## config.mk

```make
export PLATFORM = sky130hd
export DESIGN_NAME = mac_array_sequencer
export DESIGN_NICKNAME = d
export VERILOG_FILES = /design/src/rtl/mac_seq_pkg.sv /design/src/rtl/mac_seq_window.sv /design/src/rtl/mac_array_sequencer.sv
export SDC_FILE = /design/constraint.sdc
export NUM_CORES = 1
export LEC_CHECK = 0
export CORE_ASPECT_RATIO = 1.1
export CORE_MARGIN = 3
export CORE_UTILIZATION = 55
export DETAILED_ROUTE_END_ITERATION = 7
export GPL_TIMING_DRIVEN = 0
export PLACE_DENSITY = 0.89
export RECOVER_POWER = 25
export SLEW_MARGIN = 0
export SYNTH_ARGS = -nofsm -noshare
export SYNTH_HDL_FRONTEND = slang
export SYNTH_SLANG_ARGS = --single-unit
```

## constraint.sdc

```tcl
create_clock -name clk -period 5.7 [get_ports clk]
set_input_delay 1.14 -clock clk [delete_from_list [all_inputs] [get_ports clk]]
set_output_delay 1.14 -clock clk [all_outputs]
set_load 0.05 [all_outputs]
```

## src/rtl/mac_seq_pkg.sv

```systemverilog
// Shared types and helpers for the MAC-array control sequencer.
package mac_seq_pkg;

  typedef enum logic [1:0] {
    StIdle,
    StLoadW,
    StStream,
    StDone
  } seq_state_t;

  localparam int unsigned DefaultN  = 4;
  localparam int unsigned DefaultKw = 16;

  // Number of STREAM cycles for K vectors through an n x n array (no stalls).
  function automatic int unsigned stream_len(input int unsigned k, input int unsigned n);
    return k + 2 * n - 1;
  endfunction

endpackage

```

## src/rtl/mac_seq_window.sv

```systemverilog
// Window decode: high while offset <= t < offset + k.
module mac_seq_window #(
  parameter int unsigned KW = 16,
  parameter int unsigned CW = KW + 1
) (
  input  logic [CW-1:0] t_i,
  input  logic [CW-1:0] offset_i,
  input  logic [KW-1:0] k_i,
  output logic          in_win_o
);
  localparam int unsigned HW = CW + 1;

  logic [HW-1:0] hi;

  // One extra bit so offset + k never wraps.
  assign hi       = {1'b0, offset_i} + HW'(k_i);
  assign in_win_o = (t_i >= offset_i) && ({1'b0, t_i} < hi);

endmodule

```

## src/rtl/mac_array_sequencer.sv

```systemverilog
// Control sequencer for an N x N systolic MAC array: weight load, skewed feature
// streaming and per-column result flags. Every output is a flop.
module mac_array_sequencer
  import mac_seq_pkg::*;
#(
  parameter int unsigned N  = DefaultN,
  parameter int unsigned KW = DefaultKw
) (
  input  logic                 clk,
  input  logic                 rst,
  input  logic                 start,
  input  logic [KW-1:0]        num_vec,
  input  logic                 abort,
  input  logic                 fm_valid,
  output logic                 busy,
  output logic                 done,
  output logic [N-1:0]         wen,
  output logic [$clog2(N)-1:0] w_row,
  output logic                 arr_en,
  output logic [N-1:0]         fm_en,
  output logic [KW-1:0]        fm_idx,
  output logic [N-1:0]         res_valid
);
  localparam int unsigned RW = $clog2(N);
  localparam int unsigned CW = KW + 1;

  seq_state_t    state_q, state_d;
  logic [CW-1:0] t_q, t_d;
  logic [KW-1:0] k_q, k_d;
  logic [CW-1:0] t_last, inj_end;
  logic          active_d;
  logic [N-1:0]  fm_win, res_win;

  assign t_last  = CW'(stream_len(32'(k_q), N) - 32'd1);
  assign inj_end = CW'(k_q) + CW'(N - 1);

  // t_q doubles as the row counter in StLoadW. In StStream, arr_en is the
  // registered "this cycle advanced" flag, so t only moves on active cycles.
  always_comb begin
    state_d = state_q;
    t_d     = t_q;
    k_d     = k_q;
    unique case (state_q)
      StIdle: begin
        if (start) begin
          t_d = '0;
          if (num_vec != '0) begin
            k_d     = num_vec;
            state_d = StLoadW;
          end else begin
            state_d = StDone;
          end
        end
      end
      StLoadW: begin
        if (t_q == CW'(N - 1)) begin
          t_d     = '0;
          state_d = StStream;
        end else begin
          t_d = t_q + CW'(1);
        end
      end
      StStream: begin
        if (arr_en) begin
          if (t_q == t_last) begin
            t_d     = '0;
            state_d = StDone;
          end else begin
            t_d = t_q + CW'(1);
          end
        end
      end
      StDone:  state_d = StIdle;
      default: state_d = StIdle;
    endcase
    if (abort) begin
      state_d = StIdle;
      t_d     = '0;
    end
  end

  // fm_valid is sampled on the edge that opens the cycle it governs; outside the
  // injection window the drain runs regardless.
  assign active_d = (state_d == StStream) && (fm_valid || (t_d >= inj_end));

  for (genvar i = 0; i < N; i++) begin : g_win
    mac_seq_window #(
      .KW(KW),
      .CW(CW)
    ) u_fm_win (
      .t_i     (t_d),
      .offset_i(CW'(i)),
      .k_i     (k_q),
      .in_win_o(fm_win[i])
    );
    mac_seq_window #(
      .KW(KW),
      .CW(CW)
    ) u_res_win (
      .t_i     (t_d),
      .offset_i(CW'(N + i)),
      .k_i     (k_q),
      .in_win_o(res_win[i])
    );
  end

  always_ff @(posedge clk) begin
    if (!rst) begin
      state_q   <= StIdle;
      t_q       <= '0;
      k_q       <= '0;
      busy      <= 1'b0;
      done      <= 1'b0;
      wen       <= '0;
      w_row     <= '0;
      arr_en    <= 1'b0;
      fm_en     <= '0;
      fm_idx    <= '0;
      res_valid <= '0;
    end else begin
      state_q   <= state_d;
      t_q       <= t_d;
      k_q       <= k_d;
      busy      <= (state_d != StIdle);
      done      <= (state_d == StDone);
      wen       <= (state_d == StLoadW) ? (N'(1) << t_d[RW-1:0]) : '0;
      w_row     <= (state_d == StLoadW) ? t_d[RW-1:0] : '0;
      arr_en    <= active_d;
      fm_en     <= active_d ? fm_win : '0;
      res_valid <= active_d ? res_win : '0;
      if (state_d == StStream) begin
        fm_idx <= (t_d < CW'(k_q)) ? t_d[KW-1:0] : (k_q - KW'(1));
      end else begin
        fm_idx <= '0;
      end
    end
  end

endmodule

```

==> flow_summary.json <==
{
  "drt_wl_total_um": 30800,
  "fin_crit_sh_pct": 99.6,
  "fp.dieArea_mm2": 0.0165,
  "final_area_mm2": 0.00978,
  "drv_slew": 0,
  "finalCriticalPeriod_ns": 5.68,
  "drt_iter0_markers": 1417,
  "hp-start": "k_q[12]$_SDFFE_PN0P_",
  "seq_area_frac_synth_pct": 16.5,
  "grt_max_degree": 14,
  "grtUsageTotal_pct": 36.1,
  "hold_violations": 0,
  "rows": 46,
  "startpoint": "k_q[2]$_SDFFE_PN0P_",
  "grt_pass1_wl_um": 45500,
  "crit_family": "compound AO/OA/AOI/OAI gates",
  "netSwitchingPower_uw": 503,
  "cpMaxStageDelayCell": "dfxtp_4",
  "drv_cap": 0,
  "synthMuxAreaShare_pct": 2.44,
  "start_kind": "flip-flop",
  "power_frac_seq_pct": 33.7,
  "slew_headroom_pct": 8.49,
  "synth-xor-area-share_pct": 13.1,
  "synth_compound_area_share_pct": 18.4,
  "netlist_area_mm2": 0.00825,
  "synthAdderAreaFrac_pct": 20.8,
  "synth_fp_nets": 1194,
  "path_class": "reg -> reg",
  "async_flop_share_pct": 0,
  "synth_edf_count": 0,
  "hold_path.class": "reg -> reg",
  "h-tree-depth": 3,
  "max-vdd-ir-drop_uv": 125,
  "clk_latency_ns": 0.35,
  "powerDensity_mw_per_mm2": 150,
  "fp.coreArea_mm2": 0.0146,
  "vias_per_cell": 6.71,
  "path_max_fanout": 11,
  "drc_errors": 0,
  "fin_worst_skew_ns": 0.0121,
  "synth_top_family_by_area": "simple AND/OR/NAND/NOR gates",
  "fin_util_pct": 67.2,
  "total_leakage_power_nw": 4.11,
  "power_mw": 1.47,
  "regToRegSetupSlack_ns": 0.02,
  "clockRootBuffer": "clkbuf_16",
  "cp_slowest_stage_delay_ns": 0.38,
  "cts_buffer_depth": 2,
  "initial_core_util_pct": 56.7,
  "avgSynthCellArea_um2": 7.96,
  "dpl.hpwl_um": 21800,
  "grt_pass1_vias": 8143,
  "status": "completed",
  "fillers": 1113,
  "tightest_slew_ns": 1.37,
  "wire_per_inst_um": 23.3,
  "cts_tree": "yes",
  "ys_ff_latch": 68,
  "r2r_start": "k_q[2]$_SDFFE_PN0P_",
  "die_x_um": 123,
  "drt_pre_antenna_iters": 8,
  "max_freq_mhz": 176,
  "swShare_pct": 34.3,
  "path_common_cell": "o21a_1",
  "arrival_ns": 5.91,
  "grt-ovfl-total": 0,
  "synthCells": 1036,
  "hold_buffers": 0,
  "required_ns": 5.93,
  "cp-end-kind": "flip-flop",
  "power.internal_uw": 965,
  "fp.dieH_um": 134,
  "syn2layout_area_growth_pct": 18.5,
  "diodes": 0,
  "ioPinCount": 54,
  "path_buf_inv": 7,
  "io_buffers": 53,
  "clock_sinks": 68,
  "synth.distinct_cells": 78,
  "clk_pin_slew_worst_paths_ns": 0.06,
  "synthFlopType": "dfxtp_1",
  "vias": 8889,
  "grt_antenna_before_repair": 0,
  "combPwrFrac_pct": 28.9,
  "numCtsBuffers": 9,
  "yosys_warnings": 0,
  "yosys.area_share.simple_pct": 23.4,
  "routabilityCongestion": 1.09,
  "setup_violations": 0,
  "timing.hold.ws_ns": 0.750,
  "ant_nets": 0,
  "final_nets": 1285,
  "clock_power_share_pct": 37.5,
  "drive_above_1_share_pct": 12.2,
  "dpl_cell_area_mm2": 0.00907
}
==> power groups by stage <==
stage	clock network [mW]	registers [mW]	logic, mW
after floorplan	0	0.506	0.265
after global placement	0	0.503	0.362
after detailed placement	0	0.503	0.371
after CTS	0.541	0.493	0.387
after global routing	0.562	0.494	0.451
final	0.550	0.494	0.424
==> cells by family (layout without fill, tap and decap cells) <==
family                     count (synthesis)  in the layout
AOI/OAI and AO/OA                        220            220
muxes                                     20             20
DFF                                       68             68
and+or+nand+nor                          371            371
xor gates and xnor gates                 123            123
buffers and inverters                     97            193
adders and majority gates                137            137
==> routing by layer <==
layer | up-vias | part of all wire [%] | global-route usage (%)
met5 | - | 0 | 0
met4 | 0 | 8.0 | 22.2
met3 | 213 | 13 | 7.54
met2 | 748 | 44 | 55.8
met1 | 4041 | 36 | 45.7
li1 | 3887 | - | -
==> synth_stat cells (8+ instances only) <==
cell type	instances	area share, %
nor2b_1	27	2.0
nand3_1	30	1.8
a21o_1	34	3.1
nor3_1	29	1.8
inv_1	32	1.5
a211oi_1	22	2.0
mux2i_1	19	2.3
or2_2	8	0.61
a31oi_1	8	0.61
o21ai_0	40	2.4
o21a_1	9	0.82
and3_1	11	0.83
xnor2_1	116	12
buf_2	8	0.49
and2_1	19	1.4
nand2_1	74	3.4
nor4_1	9	0.68
nand4_1	16	1.2
ha_1	137	21
nor2_1	106	4.8
buf_4	9	0.82
dfxtp_1	68	16
a21oi_1	49	3.0
clkbuf_1	29	1.3
==> cell type report <==
cell class              count  area (um2)  share of cell area (%)
clock inverters             6        46.3                   0.473
inverters                  40         166                    1.70
flip-flops and latches     68        1370                    14.0
multi-input cells         871        6650                    68.0
plain buffers              56         323                    3.30
clock buffers              10         239                    2.44
repair buffers             81         748                    7.65
well taps                 192         240                    2.46
==> timing repair <==
action | in CTS | in global routing
pin swaps | 7 | 13
buffers inserted | 14 | 10
gates cloned | 0 | 0
gates resized for setup | 30 | 31
endpoints found under the setup margin | 25 | 25
==> registers in the layout, indices dropped and copies added (netlist names) <==
signal     flops
t_q           17
k_q           16
fm_en          4
res_valid      4
busy           1
arr_en         1
state_q        2
fm_idx        16
wen            4
w_row          2
done           1
==> final timing paths <==
path                           endpoint  cells past startpoint
hold / removal     k_q[12]$_SDFFE_PN0P_                      3
hold reg to reg    k_q[12]$_SDFFE_PN0P_                      3
setup / recovery  fm_idx[15]$_SDFF_PN0_                     27
setup reg to reg  fm_idx[15]$_SDFF_PN0_                     27
==> per-stage QoR <==
| stage | std cells | TNS [ns] | worst slack [ns] |
|---|---|---|---|
| after floorplan | 1036 | 0 | 0.366 |
| after global placement | 1281 | -30.52 | -1.42 |
| after detailed placement | 1285 | -30.55 | -1.37 |
| after CTS | 1314 | 0 | 0.0164 |
| after global routing | 1324 | -1.54 | -0.118 |
| final | 1324 | 0 | 0.0247 |
==> layout by cell type (no fill, tap or decap), types with 9 or more instances in the layout <==
master,Yosys,routed
a211oi_1,22,19
a21o_1,34,33
a21oi_1,49,47
and2_1,19,19
and3_1,11,11
buf_4,9,35
clkbuf_1,29,26
clkbuf_16,0,9
clkdlybuf4s50_1,0,29
dfxtp_1,68,66
dlygate4sd3_1,0,24
ha_1,137,135
inv_1,32,29
mux2i_1,19,18
nand2_1,74,74
nand3_1,30,30
nand4_1,16,16
nor2_1,106,103
nor2b_1,27,27
nor3_1,29,26
nor4_1,9,9
o21a_1,9,9
o21ai_0,40,33
xnor2_1,116,116
==> worst min-delay path, stage by stage, from the launching register on <==
cell and delay [ns]:
dfxtp_1 0.30, buf_4 0.19, mux2i_1 0.16, nor2b_1 0.06
Power figures use the tool's default switching activity.
